$ cat src/rtl/cla_burst_accumulator.sv
// Burst accumulator: sums COUNT operands through a carry-lookahead adder and
// holds the result, with a sticky carry-out flag, until the consumer takes it.

module Carry_LookAhead_Adder #(
  parameter int WIDTH = 3
) (
  input  logic [WIDTH-1:0] i_add1,
  input  logic [WIDTH-1:0] i_add2,
  output logic [WIDTH:0]   o_result
);
  logic [WIDTH-1:0] w_g;
  logic [WIDTH-1:0] w_p;
  logic [WIDTH:0]   w_c;

  assign w_g = i_add1 & i_add2;
  assign w_p = i_add1 ^ i_add2;

  // Each carry is the fully expanded generate/propagate product, so no carry
  // depends on a lower computed carry.
  always_comb begin
    logic v_term;
    logic v_prod;
    w_c    = '0;
    v_term = 1'b0;
    v_prod = 1'b0;
    for (int i = 0; i < WIDTH; i++) begin
      v_term = w_g[i];
      v_prod = w_p[i];
      for (int j = i - 1; j >= 0; j--) begin
        v_term = v_term | (v_prod & w_g[j]);
        v_prod = v_prod & w_p[j];
      end
      w_c[i+1] = v_term;
    end
  end

  assign o_result = {w_c[WIDTH], w_p ^ w_c[WIDTH-1:0]};
endmodule

// state | meaning
// IDLE  | waiting for i_start; outputs not valid
// ACCUM | accepting operands until COUNT have been added
// HOLD  | result valid, waiting for i_ready
module cla_burst_accumulator #(
  parameter int WIDTH = 3,
  parameter int COUNT = 4
) (
  input  logic             i_clk,
  input  logic             i_rst,
  input  logic             i_start,
  input  logic             i_valid,
  input  logic [WIDTH-1:0] i_data,
  output logic             o_ready,
  output logic             o_valid,
  input  logic             i_ready,
  output logic [WIDTH-1:0] o_sum,
  output logic             o_overflow,
  output logic             o_busy
);
  localparam int CW = (COUNT > 1) ? $clog2(COUNT) : 1;
  localparam logic [CW-1:0] LAST = CW'(COUNT - 1);

  typedef enum logic [1:0] {IDLE, ACCUM, HOLD} state_t;

  state_t           r_state;
  logic [WIDTH-1:0] r_acc;
  logic             r_ovf;
  logic [CW-1:0]    r_cnt;
  logic             r_ready;
  logic             r_valid;
  logic             r_busy;
  logic [WIDTH:0]   w_result;

  Carry_LookAhead_Adder #(.WIDTH(WIDTH)) u_cla (
    .i_add1   (r_acc),
    .i_add2   (i_data),
    .o_result (w_result)
  );

  always_ff @(posedge i_clk) begin
    if (i_rst) begin
      r_state <= IDLE;
      r_acc   <= '0;
      r_ovf   <= 1'b0;
      r_cnt   <= '0;
      r_ready <= 1'b0;
      r_valid <= 1'b0;
      r_busy  <= 1'b0;
    end else begin
      case (r_state)
        IDLE: begin
          if (i_start) begin
            r_state <= ACCUM;
            r_acc   <= '0;
            r_ovf   <= 1'b0;
            r_cnt   <= '0;
            r_ready <= 1'b1;
            r_busy  <= 1'b1;
          end
        end
        ACCUM: begin
          if (i_valid && r_ready) begin
            r_acc <= w_result[WIDTH-1:0];
            r_ovf <= r_ovf | w_result[WIDTH];
            r_cnt <= r_cnt + 1'b1;
            if (r_cnt == LAST) begin
              r_state <= HOLD;
              r_ready <= 1'b0;
              r_valid <= 1'b1;
            end
          end
        end
        HOLD: begin
          if (i_ready) begin
            r_state <= IDLE;
            r_valid <= 1'b0;
            r_busy  <= 1'b0;
          end
        end
        default: begin
          r_state <= IDLE;
          r_ready <= 1'b0;
          r_valid <= 1'b0;
          r_busy  <= 1'b0;
        end
      endcase
    end
  end

  assign o_ready    = r_ready;
  assign o_valid    = r_valid;
  assign o_busy     = r_busy;
  assign o_sum      = r_acc;
  assign o_overflow = r_ovf;
endmodule

$ cat config.mk
export PLATFORM = sky130hd
export DESIGN_NAME = cla_burst_accumulator
export DESIGN_NICKNAME = d
export VERILOG_FILES = /design/src/rtl/cla_burst_accumulator.sv
export SDC_FILE = /design/constraint.sdc
export NUM_CORES = 1
export LEC_CHECK = 0
export CORE_MARGIN = 2
export CORE_UTILIZATION = 45
export DETAILED_ROUTE_END_ITERATION = 10
export PLACE_DENSITY = 0.74
export RECOVER_POWER = 50
export SLEW_MARGIN = 25
export SYNTH_ARGS = -nofsm -noshare
export SYNTH_HDL_FRONTEND = slang
export SYNTH_SLANG_ARGS = --single-unit
$ cat constraint.sdc
create_clock -name i_clk -period 1.6 [get_ports i_clk]
set_input_delay 0.32 -clock i_clk [delete_from_list [all_inputs] [get_ports i_clk]]
set_output_delay 0.32 -clock i_clk [all_outputs]
set_load 0.02 [all_outputs]
After elaboration in Yosys (flattened, before gate mapping)

Cells that the tools add are included.

Muxes and demuxes: 23
Eq/ne operators: 7
Div/mod/pow operators: 0
$mul: 0
Add/subtract/negate cells: 1
Reductions and logical operators: 8
Bitwise logic cells: 14
Shift operators: 0
Order comparisons: 0

Operator list:

| kind                                                | number |
|---|---|
| 2-to-1 mux 2 bit                                    | 6 |
| AND reduction 4 bit                                 | 3 |
| case mux 1 bit (3 select lines)                     | 3 |
| 2-to-1 mux 1 bit                                    | 8 |
| inequality test 2 bit, second input constant        | 4 |
| 2-to-1 mux 3 bit                                    | 2 |
| case mux 2 bit (3 select lines)                     | 1 |
| case mux 3 bit (2 select lines)                     | 1 |
| AND reduction 3 bit                                 | 2 |
| bitwise XOR 3 bit                                   | 2 |
| AND 1 bit                                           | 4 |
| equality test 2 bit, second input constant          | 2 |
| OR 1 bit                                            | 4 |
| case mux 2 bit (2 select lines)                     | 1 |
| AND 3 bit                                           | 1 |
| inverter 1 bit                                      | 3 |
| adder 2 x 1 -> 2 bit, second input constant         | 1 |
| equality test 2 x 1 -> 1 bit, second input constant | 1 |
| logical NOT 2 bit                                   | 1 |
| case mux 1 bit (2 select lines)                     | 1 |
| nonzero test 2 bit                                  | 1 |
| logical AND 1 bit                                   | 1 |

Latch bits: 0
Memory bits (writable): 0
ROM bits: 0
Output and inout port bits: 7
Memories: 0
Register bits: 11
Input port bits: 8

Depth between registers and ports, before layout

Depth after elaboration: 7
Depth in mapped cells: 5

Hierarchy

Synthesis repeated with hierarchy kept, for this count alone.

Cells, all modules: 55
Area, all modules: 558.0 um^2

By module, submodules not included:

| module                | seq. area each (um^2) | area an instance (um^2) | cells an instance | instances |
|---|---|---|---|---|
| cla_burst_accumulator | 220.2                 | 462.9                   | 43                | 1 |
| Carry_LookAhead_Adder | 0.0                   | 95.1                    | 12                | 1 |

Least setup slack after synthesis

OpenSTA, ideal clock, no wires.

Kind: reg2reg
Start: register r_acc[0], in the netlist o_sum[0]
End: register r_acc[2], in the netlist o_sum[2]
Buffers on the path: 0
Cell stages (with the launch flop): 6
Data arrival time: 1.330 ns
Clock period less this slack: 1.400 ns
Slack: 0.200 ns
Cells stage by stage: dfxtp_1 ha_1 fa_1 xor2_1 nand4b_1 a21oi_1

Cells in the longest elaborated chain, start to end: 6

Ends and longest elaborated chain:

| element                         | line | text |
|---|---|---|
| start: declaration              | 66   | `logic [WIDTH-1:0] r_acc;` |
| start signal: assignment        | 103  | `r_acc <= w_result[WIDTH-1:0];` |
| AND 3 bit                       | 15   | `assign w_g = i_add1 & i_add2;` |
| AND 1 bit                       | 30   | `v_term = v_term \| (v_prod & w_g[j]);` |
| OR 1 bit                        | 30   |  |
| bitwise XOR 3 bit               | 37   | `assign o_result = {w_c[WIDTH], w_p ^ w_c[WIDTH-1:0]};` |
| 2-to-1 mux 3 bit                | 102  | `if (i_valid && r_ready) begin` |
| case mux 3 bit (2 select lines) | 90   | `case (r_state)` |

Every way passes these cells. The select of a mux whose other input is x is not followed.
A chain may end at the register's enable or synchronous reset.

Worst setup path in the final report

Start: register r_acc[0], in the netlist o_sum[0]
End: output port o_sum[0]

RTL lines:

| element          | line | text |
|---|---|---|
| end: declaration | 56   | `output logic [WIDTH-1:0] o_sum,` |

No word-level cell between the ends.

==> out/qor.yml <==
timing:
  rsz0062_at_grt: "false"
  slew_headroom_pct: 70.2
  fmax_mhz: 642
  finalSetupViolCount: 0
  tightest_slew_ns: 0.447
  period_share_pct: 97.4
  hold_viol: 0
  period_minus_slack_ns: 1.56
  finalMaxSlewViolations: 0
  setup_slack_ns: 0.0422
  skew_ns: 0.00285
worst_setup_path:
  crit_path_cell_trace: "clkdlybuf4s50_1"
  worst-endpoint-required_ns: 1.28
  crit_path_start_kind: "flop"
  cp_num_buf_inv: 1
  rr_startpoint: "r_state[0]$_SDFFE_PP0P_"
  cp.arrival_ns: 1.24
  path_delay_family: "buffers and inverters"
  startpoint: "o_sum[0]$_SDFFE_PP0P_"
  crit_path_end_kind: "output port"
  crit_path_top_delay_cell: "clkdlybuf4s50_1"
  cp_max_fo: 3
  critical_path_class: "reg -> out"
  cp_slowest_stage_delay_ns: 0.61
place:
  gp_congestion: 0.674
  io_buffers: 14
  pre_cts_ws_ns: -0.316
  place.detailed.hpwl_um: 928
  placed_area_um2: 769
final_layout:
  final_nets: 96
  layout_commonest_cell: "dfxtp_1"
  fill_cells: 122
  fin_area_um2: 787
  diodes: 0
  layout_common_cells: "dfxtp_1, a21oi_1, clkdlybuf4s50_1"
  layout-drive-gt1-share_pct: 13.4
  area_growth_pct: 33.3
clocking:
  postCtsSetupRepairBufs: 0
  cts-buffers-inserted: 3
  clk_pin_slew_ns: 0.07
  cts_tree: "built"
  clock_path_buffers: 2
  cts.sinks: 11
  htree_levels: 1
  clkLatencyLatePin_ns: 0.27
  clock-root-buffer: "clkbuf_4"
drt:
  via_per_inst: 5.62
  antenna_left: 0
  wl_met3_um: 66
  dr.pass1.iters: 4
  wl_per_cell_um: 13.2
  drt_iter0_markers: 12
  wl_mm: 1.28
  dr_wl_met2_um: 636
  vias: 545
  drc: 0
  highest_layer: "met3"
  wl_met1_um: 576
floorplanning:
  initial_core_util_pct: 46.5
  core_mm2: 0.00127
  die_h_um: 40.2
  pin_count: 15
  die_w_um: 40.2
  die_area_mm2: 0.00162
  placement_rows: 13
status:
  outcome: "finished clean"
logic_synthesis:
  synth_cell_type_count: 27
  synth.cell_area_um2: 591
  ys_ff_latch: 11
  ys_warn_count: 0
  synth_seq_area_share_pct: 37.3
  synthesis.instances: 63
  syn_avg_cell_area_um2: 9.37
  syn-num-nets: 76
worst_hold_path:
  hold_path.class: "reg -> reg"
  hp-start: "r_cnt[1]$_SDFFE_PP0P_"
global_route:
  antenna_found_initial: 0
  grt_max_degree: 15
  grt_pass1_vias: 458
  grtUsageTotal_pct: 17.8
  grt-ovfl-total: 0
  grt_pass1_wl_mm: 1.90
power_and_ir_drop:
  p_per_area_mw_per_mm2: 719
  p_leak_nw: 0.332
  ir_drop_uv: 570
job:
  maxCapViolations: 0
[routing by layer]
metal / vias up / global-route usage (%)
met5: - / 0
met4: 0 / 2.50
met3: 0 / 5.00
met2: 19 / 31.5
met1: 256 / 22.0
li1: 270 / -
[repair_timing]
action,4_1_cts,5_1_grt
gates cloned,0,0
pin swaps,1,0
endpoints found under the setup margin,2,1
hold endpoints to repair,0,0
resized for setup,2,1
hold buffers,0,0
[cell usage after synthesis]
cell type  count  share of area (%)
dfxtp_1       11                 37
a21oi_1       10                8.5
nand3_1        6                5.1
ha_1           4                8.5
nand4b_1       4                5.9
nand2_1        3                1.9
clkbuf_1       2                1.3
nor2b_1        2                2.1
o21ai_0        2                1.7
o21bai_1       2                2.5
a22oi_1        1                1.3
and4b_2        1                1.9
buf_2          1               0.85
clkbuf_2       1               0.85
fa_1           1                3.4
inv_1          1               0.63
nand2b_1       1                1.1
nand3b_1       1                1.3
nand4_1        1                1.1
nand4b_4       1                4.0
nor2_1         1               0.63
nor3_1         1               0.85
o211a_1        1                1.7
or2_2          1                1.1
or3b_1         1                1.5
or4b_1         1                1.7
xor2_1         1                1.5
[path summary, 6_finish.rpt]
check / endpoint / slack (ns) / cells after the start
worst max register to register: o_overflow$_SDFFE_PP0P_ / 0.17 / 3
worst max-delay path: o_sum[0] / 0.04 / 1
worst min-delay path: r_cnt[1]$_SDFFE_PP0P_ / 0.48 / 2
worst min register to register: r_cnt[1]$_SDFFE_PP0P_ / 0.48 / 2
[area by class of cell]
type	count	area [µm²]	share of cell area, %
multi-input cells	47	352	44.7
flip-flops and latches	11	220	28.0
repair buffers	19	166	21.1
clock buffers	4	26.3	3.34
well taps	15	18.8	2.38
inverters	1	3.75	0.477
[logic make-up (layout without fill, tap and decap cells)]
logic type                 Yosys count  count (layout)  synth area share, %
and+or+nand+nor                     25              25                 30.1
AOI/OAI and AO/OA                   16              16                 15.7
DFF                                 11              11                 37.3
adders and majority gates            5               5                 11.9
buffers and inverters                5              24                 3.60
xor gates and xnor gates             1               1                 1.48
[report_power, final]
| part | switching, mW | leakage (nW) | internal (mW) |
|---|---|---|---|
| sequential | 0.00995 | 0.0896 | 0.281 |
| combinational | 0.0392 | 0.228 | 0.0432 |
| clock | 0.0960 | 0.0150 | 0.0964 |
| total | 0.145 | 0.332 | 0.420 |
[registers in the layout (all words and copies together), names as in the netlist]
signal and flops:
o_sum 3, r_state 2, o_valid 1, o_busy 1, o_overflow 1, o_ready 1
r_cnt 2
[metrics by stage]
step	TNS (ns)	total power [mW]	hold WS [ns]	instances	util, %
2_1_floorplan	0	0.336	0.447	63	-
3_3_place_gp	-0.432	0.380	0.445	93	60.7
3_5_place_dp	-0.697	0.381	0.455	93	60.7
4_1_cts	0	0.569	0.478	97	62.8
5_1_grt	0	0.584	0.508	97	62.0
6_report	0	0.566	0.478	97	62.0
No activity file was read; power rests on OpenSTA's default activity.
